--- config.mk ---
export PLATFORM = sky130hd
export DESIGN_NAME = comp_multiplier
export DESIGN_NICKNAME = d
export VERILOG_FILES = /design/src/rtl/comp_multiplier.sv
export SDC_FILE = /design/constraint.sdc
export NUM_CORES = 1
export LEC_CHECK = 0
export CAP_MARGIN = 20
export CORE_MARGIN = 3
export CORE_UTILIZATION = 45
export DETAILED_ROUTE_END_ITERATION = 7
export PLACE_DENSITY = 0.75
export SETUP_SLACK_MARGIN = 0.02
export SLEW_MARGIN = 20
export SYNTH_ARGS = -nofsm -noshare
export SYNTH_HDL_FRONTEND = slang
export SYNTH_SLANG_ARGS = --single-unit
--- constraint.sdc ---
create_clock -name clk -period 7.88 [get_ports clk]
set_input_delay 1.182 -clock clk [delete_from_list [all_inputs] [get_ports clk]]
set_output_delay 1.182 -clock clk [all_outputs]
set_load 0.005 [all_outputs]
--- src/rtl/comp_multiplier.sv ---
// -----------------------------------------------------------------------------
// comp_multiplier
//
// Purpose:
//   Sequential shift-add multiplier. It captures two WIDTH-bit operands on a
//   start edge and makes one add/shift step per clock edge for WIDTH edges.
//   It then presents the 2*WIDTH-bit product with a registered ready flag.
//
// Configuration:
//   COMP_MULTIPLIER_SIGNED_EN - when defined, the operands are two's complement.
//   Operand magnitudes are captured at start and run through the same unsigned
//   datapath. The product is negated on the DONE-entry edge when the operand
//   signs differ. When undefined, everything is unsigned and there is no sign
//   logic.
//
// Ports:
//   clk          in   1        single clock, rising edge
//   reset        in   1        synchronous active-high reset
//   run          in   1        start request, only looked at in IDLE
//   Multiplicand in   WIDTH    operand A, captured on the start edge
//   Multiplier   in   WIDTH    operand B, captured on the start edge
//   Product      out  2*WIDTH  registered result, valid while ready=1
//   ready        out  1        registered completion flag
// -----------------------------------------------------------------------------
module comp_multiplier #(
  parameter int WIDTH = 32
) (
  input  logic                 clk,
  input  logic                 reset,
  input  logic                 run,
  input  logic [WIDTH-1:0]     Multiplicand,
  input  logic [WIDTH-1:0]     Multiplier,
  output logic [2*WIDTH-1:0]   Product,
  output logic                 ready
);

  localparam int CNT_W = $clog2(WIDTH) + 1;

  typedef enum logic [1:0] {
    IDLE = 2'd0,
    CALC = 2'd1,
    DONE = 2'd2
  } state_t;

  state_t               state_q, state_d;
  logic [WIDTH-1:0]     mcand_q, mcand_d;
  // Upper half is the running partial sum. The lower half starts as the
  // multiplier and is shifted out LSB-first while product bits shift in.
  logic [2*WIDTH-1:0]   acc_q, acc_d;
  logic [CNT_W-1:0]     cnt_q, cnt_d;
  logic [2*WIDTH-1:0]   prod_q, prod_d;
  logic                 ready_q, ready_d;

  logic [WIDTH-1:0]     op_a;
  logic [WIDTH-1:0]     op_b;
  logic [WIDTH-1:0]     addend;
  logic [WIDTH:0]       sum;
  logic [2*WIDTH-1:0]   acc_step;
  logic [2*WIDTH-1:0]   result;
  logic                 last_step;

`ifdef COMP_MULTIPLIER_SIGNED_EN
  logic                 neg_q, neg_d;

  // Magnitudes fit in WIDTH unsigned bits, including the most-negative value
  // (its magnitude 2^(WIDTH-1) is representable unsigned).
  assign op_a   = Multiplicand[WIDTH-1] ? (~Multiplicand + 1'b1) : Multiplicand;
  assign op_b   = Multiplier[WIDTH-1]   ? (~Multiplier + 1'b1)   : Multiplier;
  assign result = neg_q ? (~acc_step + 1'b1) : acc_step;
`else
  assign op_a   = Multiplicand;
  assign op_b   = Multiplier;
  assign result = acc_step;
`endif

  // One shift-add step. The add is WIDTH+1 bits wide so that its carry
  // becomes the new MSB after the right shift.
  assign addend    = acc_q[0] ? mcand_q : '0;
  assign sum       = {1'b0, acc_q[2*WIDTH-1:WIDTH]} + {1'b0, addend};
  assign acc_step  = {sum, acc_q[WIDTH-1:1]};
  assign last_step = (cnt_q == CNT_W'(WIDTH - 1));

  always_comb begin
    state_d = state_q;
    mcand_d = mcand_q;
    acc_d   = acc_q;
    cnt_d   = cnt_q;
    prod_d  = prod_q;
    ready_d = ready_q;
`ifdef COMP_MULTIPLIER_SIGNED_EN
    neg_d   = neg_q;
`endif
    case (state_q)
      IDLE: begin
        if (run) begin
          mcand_d = op_a;
          acc_d   = {{WIDTH{1'b0}}, op_b};
          cnt_d   = '0;
`ifdef COMP_MULTIPLIER_SIGNED_EN
          neg_d   = Multiplicand[WIDTH-1] ^ Multiplier[WIDTH-1];
`endif
          state_d = CALC;
        end
      end
      CALC: begin
        // run and the operand inputs are deliberately not looked at here.
        acc_d = acc_step;
        cnt_d = cnt_q + CNT_W'(1);
        if (last_step) begin
          prod_d  = result;
          ready_d = 1'b1;
          state_d = DONE;
        end
      end
      DONE: begin
        // Holding here while run stays high prevents an automatic restart.
        if (!run) begin
          ready_d = 1'b0;
          state_d = IDLE;
        end
      end
      default: begin
        state_d = IDLE;
        ready_d = 1'b0;
      end
    endcase
  end

  always_ff @(posedge clk) begin
    if (reset) begin
      state_q <= IDLE;
      mcand_q <= '0;
      acc_q   <= '0;
      cnt_q   <= '0;
      prod_q  <= '0;
      ready_q <= 1'b0;
`ifdef COMP_MULTIPLIER_SIGNED_EN
      neg_q   <= 1'b0;
`endif
    end else begin
      state_q <= state_d;
      mcand_q <= mcand_d;
      acc_q   <= acc_d;
      cnt_q   <= cnt_d;
      prod_q  <= prod_d;
      ready_q <= ready_d;
`ifdef COMP_MULTIPLIER_SIGNED_EN
      neg_q   <= neg_d;
`endif
    end
  end

  assign Product = prod_q;
  assign ready   = ready_q;

endmodule

==> results by group <==
Cells and area
  • Share of cells above drive strength 1: 5.29%
  • Final nets: 1241
  • Antenna cell count: 0
  • Final core occ: between 50% and 60%
  • Design Area, Final: slightly above 0.01 mm^2
  • Area grow syn2layout: 24.8%

Synthesis
  • Seq/Total Area, Yosys: about two fifths
  • Mux cell area share after synthesis: less than 1%
  • Leading area contributor after synthesis: dfxtp_1
  • FF+latch count, synth: between 150 and 200
  • Most numerous cell in the Yosys netlist: nand2_1
  • Synth area leaders: dfxtp_1, nand2_1, a21oi_1
  • Avg Cell Area, Syn: 7.73 um^2
  • Adder-Cell Fraction of Synth Area: 5.33%
  • Post-synth top flop: dfxtp_1
  • Synth Area in Compound Gates: between 10% and 20%
  • Cells after Synth: approximately 1100
  • Post-synth EDFFs: 0
  • Post-synthesis simple-gate area fraction: between 20 and 30%
  • Yosys top cell area share: 41.6%
  • Ys async rst share: 0%
  • Syn Nets: approximately 1200
  • Main combinational cell family by area after synthesis: simple AND/OR/NAND/NOR gates
  • Synth Area in XOR/XNOR: between 1.5 and 2%
  • Synth cell count leaders: nand2_1, dfxtp_1, nor2_1
  • YS warnings: 0
  • Synth unique cells: between 60 and 70
  • Synth Cell Area: between 0.008 and 0.009 mm^2

Critical path
  • Critical Path End Type: flip-flop
  • CP bufs+invs: 2
  • Slowest-stage cell, CP: fa_1
  • Crit-path cells: buf_4 -> and2_1 -> ha_1 -> inv_1 -> fa_1 -> nor2b_1 -> o2111ai_1 -> a21boi_1 -> o211ai_1 -> a21oi_1 -> a221oi_1 -> a211oi_1
  • WS Path Type: flip-flop to flip-flop
  • CP required: 8.23 ns
  • Worst-path fanout max: 33
  • Crit path largest cell delay: 0.40 ns
  • Crit path launch type: flip-flop
  • Crit path DAT: 3.57 ns
  • CP delay by family, top: compound AO/OA/AOI/OAI gates

STA
  • Final Max Slew Viols: 0
  • Setup tns final: 0 ns
  • Setup WS post-layout: between 4 and 5 ns
  • F_max: approximately 310 MHz
  • Worst Skew: 0.0106 ns
  • Final hold slack: around 0.45 ns
  • Period utilization: 41.0%
  • Fin. Hold Viols: 0
  • Rel. slew slack: roughly a third
  • RSZ-0062 raised after global routing: false
  • Min Tclk post-route: approximately 3.2 ns
  • Setup violations, final: 0
  • Worst-Margin Slew: 0.986 ns

Status
  • Status: finished, final reports clean

Run
  • Max-cap violations: 0

CTS
  • Clk buf depth: 2
  • CTS Sinks: ~170
  • Root cell of the clock tree: clkbuf_16
  • Post-CTS setup buffer count: 0
  • Clk_lat worst skew: 0.44 ns
  • H-tree levels: 4
  • Clock transition at the registers of the reported paths: approximately 0.070 ns
  • TritonCTS Buffers: 17
  • CTS Hold Bufs: 0
  • PostCTS Resize Cnt: 0
  • CTS tree: yes

Placement
  • Detailed placement HPWL: 14400 um
  • Post-placement cell area: 0.00953 mm^2
  • Post-place setup slack: approximately 4.5 ns
  • # port buffers: ~130
  • GP Congestion: 0.899

Floorplanning
  • Die W: ~140 um
  • Die area: about 0.02 mm^2
  • Top-level port count: around 130
  • Cell Rows: 48
  • CORE AREA: between 0.015 and 0.02 mm^2
  • Die height: ~140 um
  • Starting Density: between 40 and 50%

Pwr
  • Peak supply drop: 155 uV
  • P per Cell Area: 188 mW/mm^2
  • Leak: 0.00390 uW

Drt
  • Vias/cell: 5.45
  • DRC violations left: 0
  • Final ANT Viol Nets: 0
  • Vias: around 7500
  • Routed len/inst: approximately 16 um
  • Drt initial violations: approximately 500
  • Pre-antenna DRT Iters: 5
  • Final wirelength: around 21000 um

GRT
  • Initial antenna violation count: 0
  • Total gr overflow: 0
  • Largest net degree at the start of global routing: 80
  • Vias in the first global route: 7249
  • Global-route usage over all layers: 21.9%
  • First-pass GRT wire length: between 30000 and 40000 um

Min path
  • Hold crit path type: flip-flop to flip-flop
## worst reg2reg max path: cells and delay by family (launching register included)
family | cells | cell delay (ns)
buffers and inverters | 2 | 0.35
and+or+nand+nor | 2 | 0.37
DFF | 1 | 0.31
adders and majority gates | 2 | 0.58
AOI/OAI and AO/OA | 6 | 1.53
## placed cells by master (no fill, tap or decap), types with 12 or more instances in the layout
master           netlist  routed
clkbuf_16              0      17
nand3_1               32      32
nor4_1                32      32
o21ai_0               25      25
xnor2_1               13      13
nor2_1               138     136
a21o_1                18      18
ha_1                  33      33
a21oi_1              128     128
nand2_1              196     196
clkdlybuf4s50_1        0     130
and2_1                34      34
dfxtp_1              169     169
inv_1                 12      12
## metrics by stage
stage,cells,power [uW]
6_report,1378,1910
5_1_grt,1378,1980
4_1_cts,1378,1920
3_5_place_dp,1346,1090
3_3_place_gp,1346,1080
2_1_floorplan,1051,1020
## layout make-up
class	instances	area (um^2)
Clock buffer	17	425
Clock inverter	15	180
Fill cell	1644	7340
Inverter	12	45.0
Multi-Input combinational cell	799	4440
Sequential cell	169	3380
Tap cell	225	282
Timing Repair Buffer	141	1380
## state kept, by name, summed over array words and instances, names as in the netlist
signal	count
acc_q	64
ready	1
Product	64
cnt_q	6
mcand_q	32
state_q	2
## metal layers
metal	wire length (um)	GRT usage, %
met5	0	0
met4	355	6.37
met3	975	4.06
met2	9980	35.3
met1	10100	30.0
## kinds of logic (layout without fill, tap and decap cells)
logic type,after synthesis,in the layout
simple gates,496,496
compound gates,249,249
flops,169,169
buf+inv,83,185
fa+ha+maj,34,34
xor+xnor,17,17
mux,3,3
## worst paths after layout
check / slack [ns] / to / cells after the start / start
hold reg to reg: 0.45 / mcand_q[23] / 2 / mcand_q[23]
setup reg to reg: 4.65 / Product[63] / 12 / acc_q[0]
setup / recovery: 4.65 / Product[63] / 12 / acc_q[0]
hold / removal: 0.45 / mcand_q[23] / 2 / mcand_q[23]
## report_power, final
part | internal, uW | total, uW | switching (uW)
clock | 429 | 836 | 407
sequential | 884 | 903 | 19.7
combinational | 68.3 | 166 | 97.4
(Power assumes the default switching activity.)
